`src/rtl/pc_gen.sv`:
```
// Fetch-stage PC generator: PC register, redirect targets, exception/eret
// arbitration, stall-time redirect buffering and IF/ID flush pulse.
module pc_gen #(
  parameter int unsigned PC_W       = 32,
  parameter logic [31:0] RESET_PC   = 32'h0000_3000,
  parameter logic [31:0] EXC_VECTOR = 32'h0000_4180
) (
  input  logic            clk,
  input  logic            rst,
  input  logic            stall,
  input  logic            exc_req,
  input  logic            eret,
  input  logic [PC_W-1:0] epc_in,
  input  logic            redirect_valid,
  input  logic [1:0]      redirect_kind,
  input  logic            br_taken,
  input  logic [15:0]     br_imm,
  input  logic [25:0]     j_addr,
  input  logic [PC_W-1:0] reg_in,
  input  logic [PC_W-1:0] base_pc,
  output logic [PC_W-1:0] pc,
  output logic [PC_W-1:0] pc_plus4,
  output logic            flush,
  output logic            pc_misalign
);

  typedef enum logic [1:0] {
    K_NONE = 2'b00,
    K_BR   = 2'b01,
    K_J    = 2'b10,
    K_JR   = 2'b11
  } kind_e;

  localparam logic [PC_W-1:0] RST_PC = PC_W'(RESET_PC);
  localparam logic [PC_W-1:0] EXC_PC = PC_W'(EXC_VECTOR);

  logic [PC_W-1:0] pc_q, pc_d;
  logic            flush_q, flush_d;
  logic            mis_q, mis_d;
  logic            pend_vld_q, pend_vld_d;
  logic [PC_W-1:0] pend_tgt_q, pend_tgt_d;

  logic [PC_W-1:0] b4;
  logic [PC_W-1:0] br_off;
  logic [PC_W-1:0] live_tgt;
  logic            live_hit;
  logic            eff_hit;
  logic [PC_W-1:0] eff_tgt;
  kind_e           kind;

  assign kind     = kind_e'(redirect_kind);
  assign b4       = base_pc + PC_W'(4);
  assign br_off   = {{(PC_W-18){br_imm[15]}}, br_imm, 2'b00};
  assign pc_plus4 = pc_q + PC_W'(4);

  always_comb begin
    live_hit = 1'b0;
    live_tgt = b4;
    unique case (kind)
      K_NONE: begin
        live_hit = 1'b0;
        live_tgt = b4;
      end
      K_BR: begin
        live_hit = redirect_valid & br_taken;
        live_tgt = b4 + br_off;
      end
      K_J: begin
        live_hit = redirect_valid;
        live_tgt = {b4[PC_W-1:28], j_addr, 2'b00};
      end
      K_JR: begin
        live_hit = redirect_valid;
        live_tgt = reg_in;
      end
    endcase
  end

  // A live redirect is younger than anything buffered, so it wins.
  assign eff_hit = live_hit | pend_vld_q;
  assign eff_tgt = live_hit ? live_tgt : pend_tgt_q;

  always_comb begin
    pc_d       = pc_q;
    flush_d    = 1'b0;
    pend_vld_d = pend_vld_q;
    pend_tgt_d = pend_tgt_q;
    if (exc_req) begin
      pc_d       = EXC_PC;
      flush_d    = 1'b1;
      pend_vld_d = 1'b0;
    end else if (eret) begin
      pc_d       = epc_in;
      flush_d    = 1'b1;
      pend_vld_d = 1'b0;
    end else if (stall) begin
      if (live_hit) begin
        pend_vld_d = 1'b1;
        pend_tgt_d = live_tgt;
      end
    end else if (eff_hit) begin
      pc_d       = eff_tgt;
      flush_d    = 1'b1;
      pend_vld_d = 1'b0;
    end else begin
      pc_d = pc_plus4;
    end
    mis_d = |pc_d[1:0];
  end

  always_ff @(posedge clk) begin
    if (rst) begin
      pc_q       <= RST_PC;
      flush_q    <= 1'b0;
      mis_q      <= 1'b0;
      pend_vld_q <= 1'b0;
      pend_tgt_q <= '0;
    end else begin
      pc_q       <= pc_d;
      flush_q    <= flush_d;
      mis_q      <= mis_d;
      pend_vld_q <= pend_vld_d;
      pend_tgt_q <= pend_tgt_d;
    end
  end

  assign pc          = pc_q;
  assign flush       = flush_q;
  assign pc_misalign = mis_q;

endmodule

```
`config.mk`:
```
export PLATFORM = sky130hd
export DESIGN_NAME = pc_gen
export DESIGN_NICKNAME = d
export VERILOG_FILES = /design/src/rtl/pc_gen.sv
export SDC_FILE = /design/constraint.sdc
export NUM_CORES = 1
export LEC_CHECK = 0
export ABC_AREA = 1
export ABC_CLOCK_PERIOD_IN_PS = 8800
export CAP_MARGIN = 15
export CORE_MARGIN = 2
export CORE_UTILIZATION = 51
export DETAILED_ROUTE_END_ITERATION = 16
export PLACE_DENSITY = 0.85
export SLEW_MARGIN = 40
export SYNTH_ARGS = -nofsm -noshare
export SYNTH_HDL_FRONTEND = slang
export SYNTH_SLANG_ARGS = --single-unit
```
`constraint.sdc`:
```
create_clock -name clk -period 8.8 [get_ports clk]
set_input_delay 0.88 -clock clk [delete_from_list [all_inputs] [get_ports clk]]
set_output_delay 0.88 -clock clk [all_outputs]
set_load 0.02 [all_outputs]
```
==> impl_metrics.yaml <==
place:
  hpwl_um: 24370
  place.gp.congestion: 1.086
  dp_cells: 1697
  port_buffers: 212
final_layout:
  fin_util_pct: 69.49
  instances_no_fill: 1713
  areaGrowthSynthToFinish_pct: 33.95
  nFillCells: 1316
  drive_above_1_share_pct: 4.251
  num-nets-final: 1710
  num_antenna_cells: 0
clock_tree:
  cts_tree: "yes"
  clock-sinks: 67
  clkTransAtPathRegs_ns: 0.06
  clkLatencyLatePin_ns: 0.34
  htreeDepth: 3
  hold_buffers: 0
  root_buffer: "clkbuf_16"
  cts_setup_buffers: 0
  cts_buffer_depth: 2
  cts_buffers: 9
  cts_resized: 0
die:
  io_pins: 213
  rows: 44
  start_util_pct: 51.88
  dieHeight_um: 125.4
  die_x_um: 125.4
  die_area_um2: 15710
  core_area_um2: 14480
logic_synthesis:
  synth_edf_count: 0
  dominantRegCellSynth: "dfxtp_1"
  synthXorXnorAreaFrac_pct: 5.364
  synth_top_family_by_area: "simple AND/OR/NAND/NOR gates"
  yosysUniqueCellTypes: 44
  async_reset_ff_share_pct: 0
  synthAdderAreaFrac_pct: 6.597
  ys_seq_area_share_pct: 17.86
  syn_inst: 1338
  syn-num-nets: 1524
  synthMuxAreaShare_pct: 0
  netlist_area_um2: 7511
  yosys_warnings: 0
  ys_seq_elements: 67
  synth_compound_area_share_pct: 19.59
  synthSimpleGateAreaFrac_pct: 38.93
  synth.avg_cell_area_um2: 5.614
timing:
  fin_tns_setup_ns: 0
  tightest_slew_ns: 0.6868
  setup_viol: 0
  max_freq_mhz: 223.4
  rsz0062_at_grt: "no"
  skew_ns: 0.01000
  timing.final.crit_share_pct: 50.86
  relSlewSlack_pct: 53.73
  finalWorstPathRequiredPeriod_ns: 4.476
  slew_viol_final: 0
  hold_violations: 0
outcome:
  status: "complete, no violations"
worst_setup_path:
  crit_family: "simple AND/OR/NAND/NOR gates"
  endpoint_kind: "register"
  arrival_ns: 4.73
  r2r-start: "pc[2]"
  max_stage_delay_ns: 0.56
  cp_max_fo: 5
  crit_required_ns: 9.05
  crit_slowest_cell: "clkdlybuf4s50_1"
  critPathBufInv: 1
  reg2reg_depth: 10
  cp-start-kind: "primary input"
  path_common_cell: "nand2_1"
  path_cells: "clkdlybuf4s50_1 -> ha_1 -> nand3_1 -> nor2_2 -> nand2_1 -> nor2_1 -> xor2_1 -> ha_1 -> a21oi_1 -> nand2_1 -> a21oi_1 -> nand2_1 -> nand2_1 -> nand2_1 -> o21ai_0 -> nand2_1 -> nand2_1 -> nand2_1 -> a21oi_1"
  r2r_setup_slack_ns: 6.51
  path_class: "primary input to register"
  r2r-end: "pc[30]"
route:
  dr.pass1.iters: 7
  vias: 9723
  wire_per_inst_um: 17.62
  drc_errors: 0
  wirelength_um: 30190
  via_per_inst: 5.676
  ant_nets: 0
  drt_iter0_markers: 931
pwr:
  p_total_mw: 1.202
  irDropWorstVdd_uv: 137.8
  powerDensity_nw_per_um2: 119.5
  p_leak_nw: 4.639
worst_hold_path:
  holdCritStartpoint: "pend_tgt_q[11]"
  min_path_type: "register to register"
  whs_endpoint: "pend_tgt_q[11]"
  holdPathStages: 2
global_route:
  grt_overflow: 0
  grt_first_pass_wirelength_um: 47420
  grt_usage_pct: 37.63
  grt_pass1_vias: 9202
  antenna_found_initial: 0
  grt_max_degree: 51
flow_run:
  max_cap_viol_count: 0
[registers in the layout, summed over array words and instances, names as in the netlist]
| signal | flops |
|---|---|
| pend_tgt_q | 32 |
| pc_misalign | 1 |
| flush | 1 |
| pc | 32 |
| pend_vld_q | 1 |
[per-stage QoR]
stage | setup WS [ns] | hold slack, ns | instance area [µm²]
after floorplan | 5.396 | 0.4967 | 7511
after global placement | 3.767 | 0.5115 | 9712
after detailed placement | 3.832 | 0.5185 | 9704
after CTS | 4.160 | 0.5385 | 10060
after global routing | 4.035 | 0.5721 | 10060
final | 4.324 | 0.5399 | 10060
[cell families (layout without fill, tap and decap cells)]
kind of cell               Yosys count  after routing
buffers and inverters              225            416
DFF                                 67             67
and+or+nand+nor                    700            700
adders and majority gates           39             39
xor gates and xnor gates            46             46
AOI/OAI and AO/OA                  261            261
[where the power goes]
group / switching, mW / internal [mW]
Sequential: 0.0164 / 0.319
Combinational: 0.261 / 0.176
Clock: 0.145 / 0.285
[cell usage after synthesis (all sizes together) (3+ instances only)]
cell type | n | area, µm²
nand2 | 426 | 1602
inv | 182 | 683.2
nor2 | 129 | 514.3
a21oi | 124 | 624.4
o21ai | 91 | 459.2
nand3 | 75 | 380.4
dfxtp | 67 | 1341
ha | 38 | 475.5
xor2 | 36 | 315.3
clkbuf | 27 | 101.4
nor3 | 18 | 90.09
nand4 | 17 | 112.6
or2 | 16 | 100.1
buf | 15 | 87.59
a221oi | 11 | 121.4
o211ai | 10 | 75.07
xnor2 | 10 | 87.58
nor4 | 9 | 56.30
a22o | 7 | 61.31
a31oi | 7 | 43.79
o21bai | 6 | 45.04
nand3b | 3 | 22.52
[cells in the final DEF, fill, tap and decap left out, types with 18 or more instances in the layout]
cell,Yosys,final
a21oi_1,123,123
clkdlybuf4s50_1,0,210
dfxtp_1,67,67
ha_1,38,38
inv_1,177,174
nand2_1,425,424
nand3_1,74,74
nor2_1,121,121
nor3_1,18,18
o21ai_0,84,84
xor2_1,36,36
[how the worst max path moves through the flow]
stage	start	endpoint	depth (start not counted)
global placement	redirect_kind[0]	pc[4]	10
CTS	redirect_kind[0]	pc[22]	12
detailed placement	redirect_kind[0]	pc[22]	12
finish	base_pc[2]	pc[19]	19
global route	base_pc[2]	pc[25]	25
floorplan	base_pc[2]	pc[25]	24
[final cells by class]
class | instances | area (µm²) | area share (%)
multi-input cells | 1046 | 5301 | 52.69
inverters | 183 | 686.9 | 6.828
flip-flops and latches | 67 | 1341 | 13.33
clock inverters | 6 | 112.6 | 1.119
repair buffers | 217 | 2150 | 21.37
well taps | 184 | 230.2 | 2.288
clock buffers | 10 | 239.0 | 2.375
[worst register-to-register path, delay by kind of cell (launching register included)]
kind                       cells  cell delay, ns
AOI/OAI and AO/OA              2            0.18
xor gates and xnor gates       1            0.27
DFF                            1            0.53
and+or+nand+nor                5            0.80
buffers and inverters          1            0.07
adders and majority gates      1            0.32
[routing by layer]
layer	routed length [µm]	vias up	GRT usage (%)
met5	0	-	0
met1	11690	4398	44.92
met4	1579	0	19.87
met2	14150	497	63.27
li1	-	4720	-
met3	2775	108	8.301
Power figures use the tool's default switching activity.
